===== src/rtl/mod_addsub_pipe.sv =====
// Multi-lane two-stage pipelined modular add/subtract: r = (a +/- b +/- c) mod P per lane,
// with valid/ready handshake, per-lane operand range flags and a saturating error counter.
module mod_addsub_pipe #(
  parameter int unsigned      WIDTH = 32,
  parameter int unsigned      LANES = 4,
  parameter logic [WIDTH-1:0] P     = 32'hC0000001
) (
  input  logic                   clk,
  input  logic                   reset,
  input  logic                   in_valid,
  output logic                   in_ready,
  input  logic [1:0]             in_op,
  input  logic [LANES*WIDTH-1:0] in_a,
  input  logic [LANES*WIDTH-1:0] in_b,
  input  logic [LANES*WIDTH-1:0] in_c,
  output logic                   out_valid,
  input  logic                   out_ready,
  output logic [LANES*WIDTH-1:0] out_r,
  output logic [LANES-1:0]       out_err,
  output logic [7:0]             err_count
);

  typedef enum logic [1:0] {
    OpAddSub = 2'd0,
    OpAdd    = 2'd1,
    OpSub    = 2'd2,
    OpSubSub = 2'd3
  } op_e;

  localparam int unsigned   EW    = WIDTH + 1;
  localparam logic [WIDTH:0] P_EXT = {1'b0, P};

  // Pipeline state
  logic                   s1_valid_q;
  op_e                    s1_op_q;
  logic [LANES*EW-1:0]    s1_s_q;
  logic [LANES*WIDTH-1:0] s1_c_q;
  logic [LANES-1:0]       s1_err_q;

  logic                   s2_valid_q;
  logic [LANES*WIDTH-1:0] s2_r_q;
  logic [LANES-1:0]       s2_err_q;
  logic [7:0]             err_count_q;

  // Next-state of the datapath
  op_e                    in_op_e;
  logic [LANES*EW-1:0]    s1_s_d;
  logic [LANES-1:0]       s1_err_d;
  logic [LANES*WIDTH-1:0] s2_r_d;

  // Handshake
  logic s2_load;
  logic s1_load;
  logic out_fire;

  assign in_op_e  = op_e'(in_op);
  assign s2_load  = !s2_valid_q || out_ready;
  assign in_ready = !s1_valid_q || s2_load;
  assign s1_load  = in_valid && in_ready;
  assign out_fire = s2_valid_q && out_ready;

  // Stage 1: a +/- b with a single conditional correction, plus operand range check
  for (genvar i = 0; i < LANES; i++) begin : g_s1
    logic [WIDTH-1:0] a;
    logic [WIDTH-1:0] b;
    logic [WIDTH-1:0] c;
    logic [WIDTH:0]   sum;
    logic [WIDTH:0]   sum_red;
    logic [WIDTH:0]   diff;
    logic [WIDTH:0]   s;
    logic             use_b;
    logic             use_c;

    assign a       = in_a[i*WIDTH +: WIDTH];
    assign b       = in_b[i*WIDTH +: WIDTH];
    assign c       = in_c[i*WIDTH +: WIDTH];
    assign sum     = {1'b0, a} + {1'b0, b};
    assign sum_red = (sum >= P_EXT) ? (sum - P_EXT) : sum;
    assign diff    = {1'b0, a} - {1'b0, b} + ((a < b) ? P_EXT : '0);

    assign use_b = (in_op_e != OpSub);
    assign use_c = (in_op_e != OpAdd);

    always_comb begin
      s = {1'b0, a};
      unique case (in_op_e)
        OpAddSub, OpAdd: s = sum_red;
        OpSub:           s = {1'b0, a};
        OpSubSub:        s = diff;
        default:         s = {1'b0, a};
      endcase
    end

    assign s1_s_d[i*EW +: EW] = s;
    assign s1_err_d[i]        = (a >= P) || (use_b && (b >= P)) || (use_c && (c >= P));
  end

  // Stage 2: subtract c with wrap-around correction; add-only passes the partial through
  for (genvar i = 0; i < LANES; i++) begin : g_s2
    logic [WIDTH:0]   s;
    logic [WIDTH-1:0] c;
    logic             neg;
    logic [WIDTH-1:0] r_sub;

    assign s     = s1_s_q[i*EW +: EW];
    assign c     = s1_c_q[i*WIDTH +: WIDTH];
    assign neg   = (s < {1'b0, c});
    // Modulo-2^WIDTH arithmetic equals truncating the (WIDTH+1)-bit result
    assign r_sub = s[WIDTH-1:0] - c + (neg ? P : '0);

    assign s2_r_d[i*WIDTH +: WIDTH] = (s1_op_q == OpAdd) ? s[WIDTH-1:0] : r_sub;
  end

  always_ff @(posedge clk or posedge reset) begin
    if (reset) begin
      s1_valid_q <= 1'b0;
      s1_op_q    <= OpAddSub;
      s1_s_q     <= '0;
      s1_c_q     <= '0;
      s1_err_q   <= '0;
    end else begin
      if (in_ready) begin
        s1_valid_q <= in_valid;
      end
      if (s1_load) begin
        s1_op_q  <= in_op_e;
        s1_s_q   <= s1_s_d;
        s1_c_q   <= in_c;
        s1_err_q <= s1_err_d;
      end
    end
  end

  always_ff @(posedge clk or posedge reset) begin
    if (reset) begin
      s2_valid_q <= 1'b0;
      s2_r_q     <= '0;
      s2_err_q   <= '0;
    end else if (s2_load) begin
      s2_valid_q <= s1_valid_q;
      if (s1_valid_q) begin
        s2_r_q   <= s2_r_d;
        s2_err_q <= s1_err_q;
      end
    end
  end

  always_ff @(posedge clk or posedge reset) begin
    if (reset) begin
      err_count_q <= '0;
    end else if (out_fire && (|s2_err_q) && (err_count_q != 8'hFF)) begin
      err_count_q <= err_count_q + 8'd1;
    end
  end

  assign out_valid = s2_valid_q;
  assign out_r     = s2_r_q;
  assign out_err   = s2_err_q;
  assign err_count = err_count_q;

endmodule


===== config.mk =====
export PLATFORM = sky130hd
export DESIGN_NAME = mod_addsub_pipe
export DESIGN_NICKNAME = d
export VERILOG_FILES = /design/src/rtl/mod_addsub_pipe.sv
export SDC_FILE = /design/constraint.sdc
export NUM_CORES = 2
export LEC_CHECK = 0
export BUFFER_PORTS_ARGS = -buffer_cell sky130_fd_sc_hd__buf_2
export CAP_MARGIN = 20
export CORE_ASPECT_RATIO = 0.7
export CORE_MARGIN = 4
export CORE_UTILIZATION = 37
export DETAILED_ROUTE_END_ITERATION = 8
export GPL_ROUTABILITY_DRIVEN = 0
export GPL_TIMING_DRIVEN = 0
export PLACE_DENSITY_LB_ADDON = 0.2
export SLEW_MARGIN = 10
export SYNTH_ARGS = -nofsm -noshare
export SYNTH_HDL_FRONTEND = slang
export SYNTH_SLANG_ARGS = --single-unit

===== constraint.sdc =====
create_clock -name clk -period 28.7 [get_ports clk]
set_input_delay 1.435 -clock clk [delete_from_list [all_inputs] [get_ports clk]]
set_output_delay 1.435 -clock clk [all_outputs]
set_load 0.05 [all_outputs]

==> impl_results.md <==
* H-tree depth at 2
* Post-CTS sizing at 0
* Flop and latch count out of synthesis at around 410
* Pre-CTS setup slack at roughly 18 ns
* Clk_lat worst skew at ~0.64 ns
* First-pass GRT wire length at roughly 330 mm
* Crit start category: primary input
* Overall Global Routing Usage at around 32%
* WP data arrival at about 11 ns
* DRT antenna net count at 0
* Status: finished, final reports clean
* WL per Instance at 26.95 µm
* CP peak stage delay at roughly 1.1 ns
* Post-synth ARST share at 100.0%
* Post-DP HPWL at 198.2 mm
* Final nets at approximately 8000
* CTS max path bufs at 3
* FP Rows at 112
* Num ports at ~530
* Global route overflow at 0
* Ys Warns at 0
* Max IR drop VDD at between 0.00005 and 0.00006 V
* Via density at 6.019
* Synth Area in XOR/XNOR at ~6.8%
* Slew Viols, Final at 0
* Detailed Route WL at between 200 and 250 mm
* CTS Buf Count at 52
* Die width at between 400 and 500 µm
* Post-CTS Repair Setup Buffers at 0
* EDFF count, synth at 0
* Die H at roughly 320 µm
* Hold Vio Cnt, Final at 0
* Kind of critical path: in -> reg
* Overall Power at approximately 4.2 mW
* Ys flop type: dfrtp_1
* Starting Density at 37.46%
* Hold path startpoint: s1_err_q[2]
* Largest net degree at the start of global routing at between 100 and 150
* Port bufs at 530
* CTS root buf: clkbuf_16
* Area of the core at 0.1341 mm²
* PwrDens at approximately 73 mW/mm²
* Hold crit path type: reg -> reg
* Number of global-route vias before repair at 48160
* Via Count at between 50000 and 60000
* Initial antenna violation count at 43
* DRT Pass-1 Iters at 6
* Post-Synth Adder-Cell Area at a little over a fifth
* Initial drt markers at ~6900
* Worst r2r src: s1_s_q[67]
* Slowest library cell on the worst path: a2111oi_1
* Placed inst area at between 0.05 and 0.06 mm²
* Maxcap violations at 0
* Synthesized area per cell at ~7.9 µm²
* Setup Viol. Count Final at 0
* Clock sink count at a little over 400
* Leakage at roughly 26 nW
* Setup TNS at 0 ns
* Multiplexer area fraction after synthesis at between 1.5 and 2%
* # fillers at 13700
* RSZ-0062 raised after global routing: false
* Die Area at around 0.14 mm²
* Compound-cell area share of the yosys netlist at about a quarter
* Synth area leaders: dfrtp_1 20%, ha_1 16%, fa_1 5.4%
* Worst slew margin at under 10%
* Largest family of logic cells by synthesized area: compound AO/OA/AOI/OAI gates
* Synth area leader: dfrtp_1
* Placed Cells at ~8700
* Final instance area at ~0.057 mm²
* Clock transition at path regs at around 0.060 ns
* Post-synthesis instance area at 0.05024 mm²
* Share of layout cells above drive strength 1 at 10.98%
* CP startpoint: in_b[97]
* Post-Route Skew at approximately 0.042 ns
* CP Max Fanout at 4
* Final std cells w/o fill at between 8000 and 9000
* Area growth from synthesis to layout at 13.92%
* Critical Path RT at 29.22 ns
* DRC at 0
* Peak Freq at a little under 100 MHz
* Worst setup margin at 18.45 ns
* Sequential area share after synthesis at between 20% and 30%
* Synth top area share at between 20% and 30%
* Worst Tran Pin Value at 1.370 ns
* CTS tree: yes
* Synth Net Count at roughly 7500
* Cells after Synth at between 6000 and 7000
* Hold bufs inserted after CTS at 0
* Unique masters post-synth at between 100 and 150
* Critical Path Most Common Cell: o211ai_1
* Core Util, Final at between 40% and 50%
* Critical Path Sink Type: register
* Worst hold slack at ~0.47 ns
* Simple logic cell fraction of the synthesized area at 19.67%
* Post-route minimum period at between 10 and 15 ns
* Final Cycle Share at between 30% and 40%
-- report_power, final --
group	switching (mW)	total (mW)	leakage, nW	internal, mW
Clock	0.284	0.702	0.883	0.418
Combinational	1.67	2.53	20.6	0.860
Sequential	0.221	0.956	4.93	0.735
-- path summary, 6_finish.rpt --
kind,end,slack (ns),cells past startpoint
max reg2reg,out_r[94],21.41,29
min reg2reg,out_err[2],0.47,2
min in group asynchronous,s1_c_q[109],0.75,2
min,out_err[2],0.47,2
max in group asynchronous,s1_s_q[52],26.61,4
max,s1_s_q[129],18.45,34
-- cell type report --
type,instances,area [µm²],area share [%]
Multi-Input combinational cell,5148,36960,64.58
Clock inverter,28,337.8,0.5903
Sequential cell,408,10210,17.84
Antenna cell,25,62.56,0.1093
Buffer,212,834.6,1.458
Inverter,600,2260,3.948
Timing Repair Buffer,548,2910,5.085
Clock buffer,66,1445,2.525
Tap cell,1767,2211,3.863
-- sequential cells by signal, indices dropped and copies added (netlist names) --
| signal | cells |
|---|---|
| err_count | 8 |
| out_err | 4 |
| out_r | 128 |
| out_valid | 1 |
| s1_c_q | 128 |
| s1_err_q | 4 |
| s1_op_q | 2 |
| s1_s_q | 132 |
| s1_valid_q | 1 |
-- cells in the mapped netlist, types with 31 or more instances --
| library cell | instances |
|---|---|
| nor3_1 | 136 |
| fa_1 | 136 |
| or2_2 | 40 |
| a221oi_1 | 35 |
| nor2b_1 | 98 |
| nor2_1 | 541 |
| xor2_1 | 119 |
| nand2_1 | 590 |
| o21a_1 | 57 |
| a21oi_1 | 501 |
| a211oi_1 | 89 |
| clkbuf_1 | 177 |
| or3_1 | 57 |
| nand4_1 | 65 |
| a2111oi_0 | 31 |
| nor4_1 | 148 |
| dfrtp_1 | 408 |
| inv_1 | 599 |
| a21o_1 | 92 |
| mux2i_1 | 62 |
| o31ai_1 | 37 |
| nand2b_1 | 92 |
| ha_1 | 649 |
| xnor2_1 | 264 |
| o21bai_1 | 63 |
| o21ai_0 | 455 |
| o211ai_1 | 58 |
| a31oi_1 | 96 |
| nand3_1 | 92 |
| and3_1 | 41 |
-- layer usage --
layer	part of all wire, %	vias up	track usage (%)
li1	-	23990	-
met1	44	25460	47.02
met2	38	3116	42.90
met3	14	407	10.94
met4	4.1	12	11.10
met5	0.032	-	0
-- worst max-delay path, delay by kind of cell --
family,cells,cell delay (ns)
AND/OR/NAND/NOR,4,0.52
adder cells (fa/ha/maj),4,1.32
AO/OA/AOI/OAI,22,7.16
buffers and inverters,4,0.34
-- layout by cell type, fill, tap and decap left out, drive strengths merged, types with 119 or more instances in the layout --
cell type / count
a21oi: 502
fa: 136
dfrtp: 408
buf: 579
nor4: 150
nor2: 541
ha: 649
nand2: 590
inv: 603
nor3: 137
o21ai: 472
clkbuf: 247
xnor2: 269
xor2: 119
-- logic make-up after synthesis --
kind of cell	count (synthesis)
muxes	78
DFF	408
buffers and inverters	812
adders and majority gates	785
AOI/OAI and AO/OA	1860
and+or+nand+nor	2037
xor gates and xnor gates	388
No activity file was read; power rests on OpenSTA's default activity.
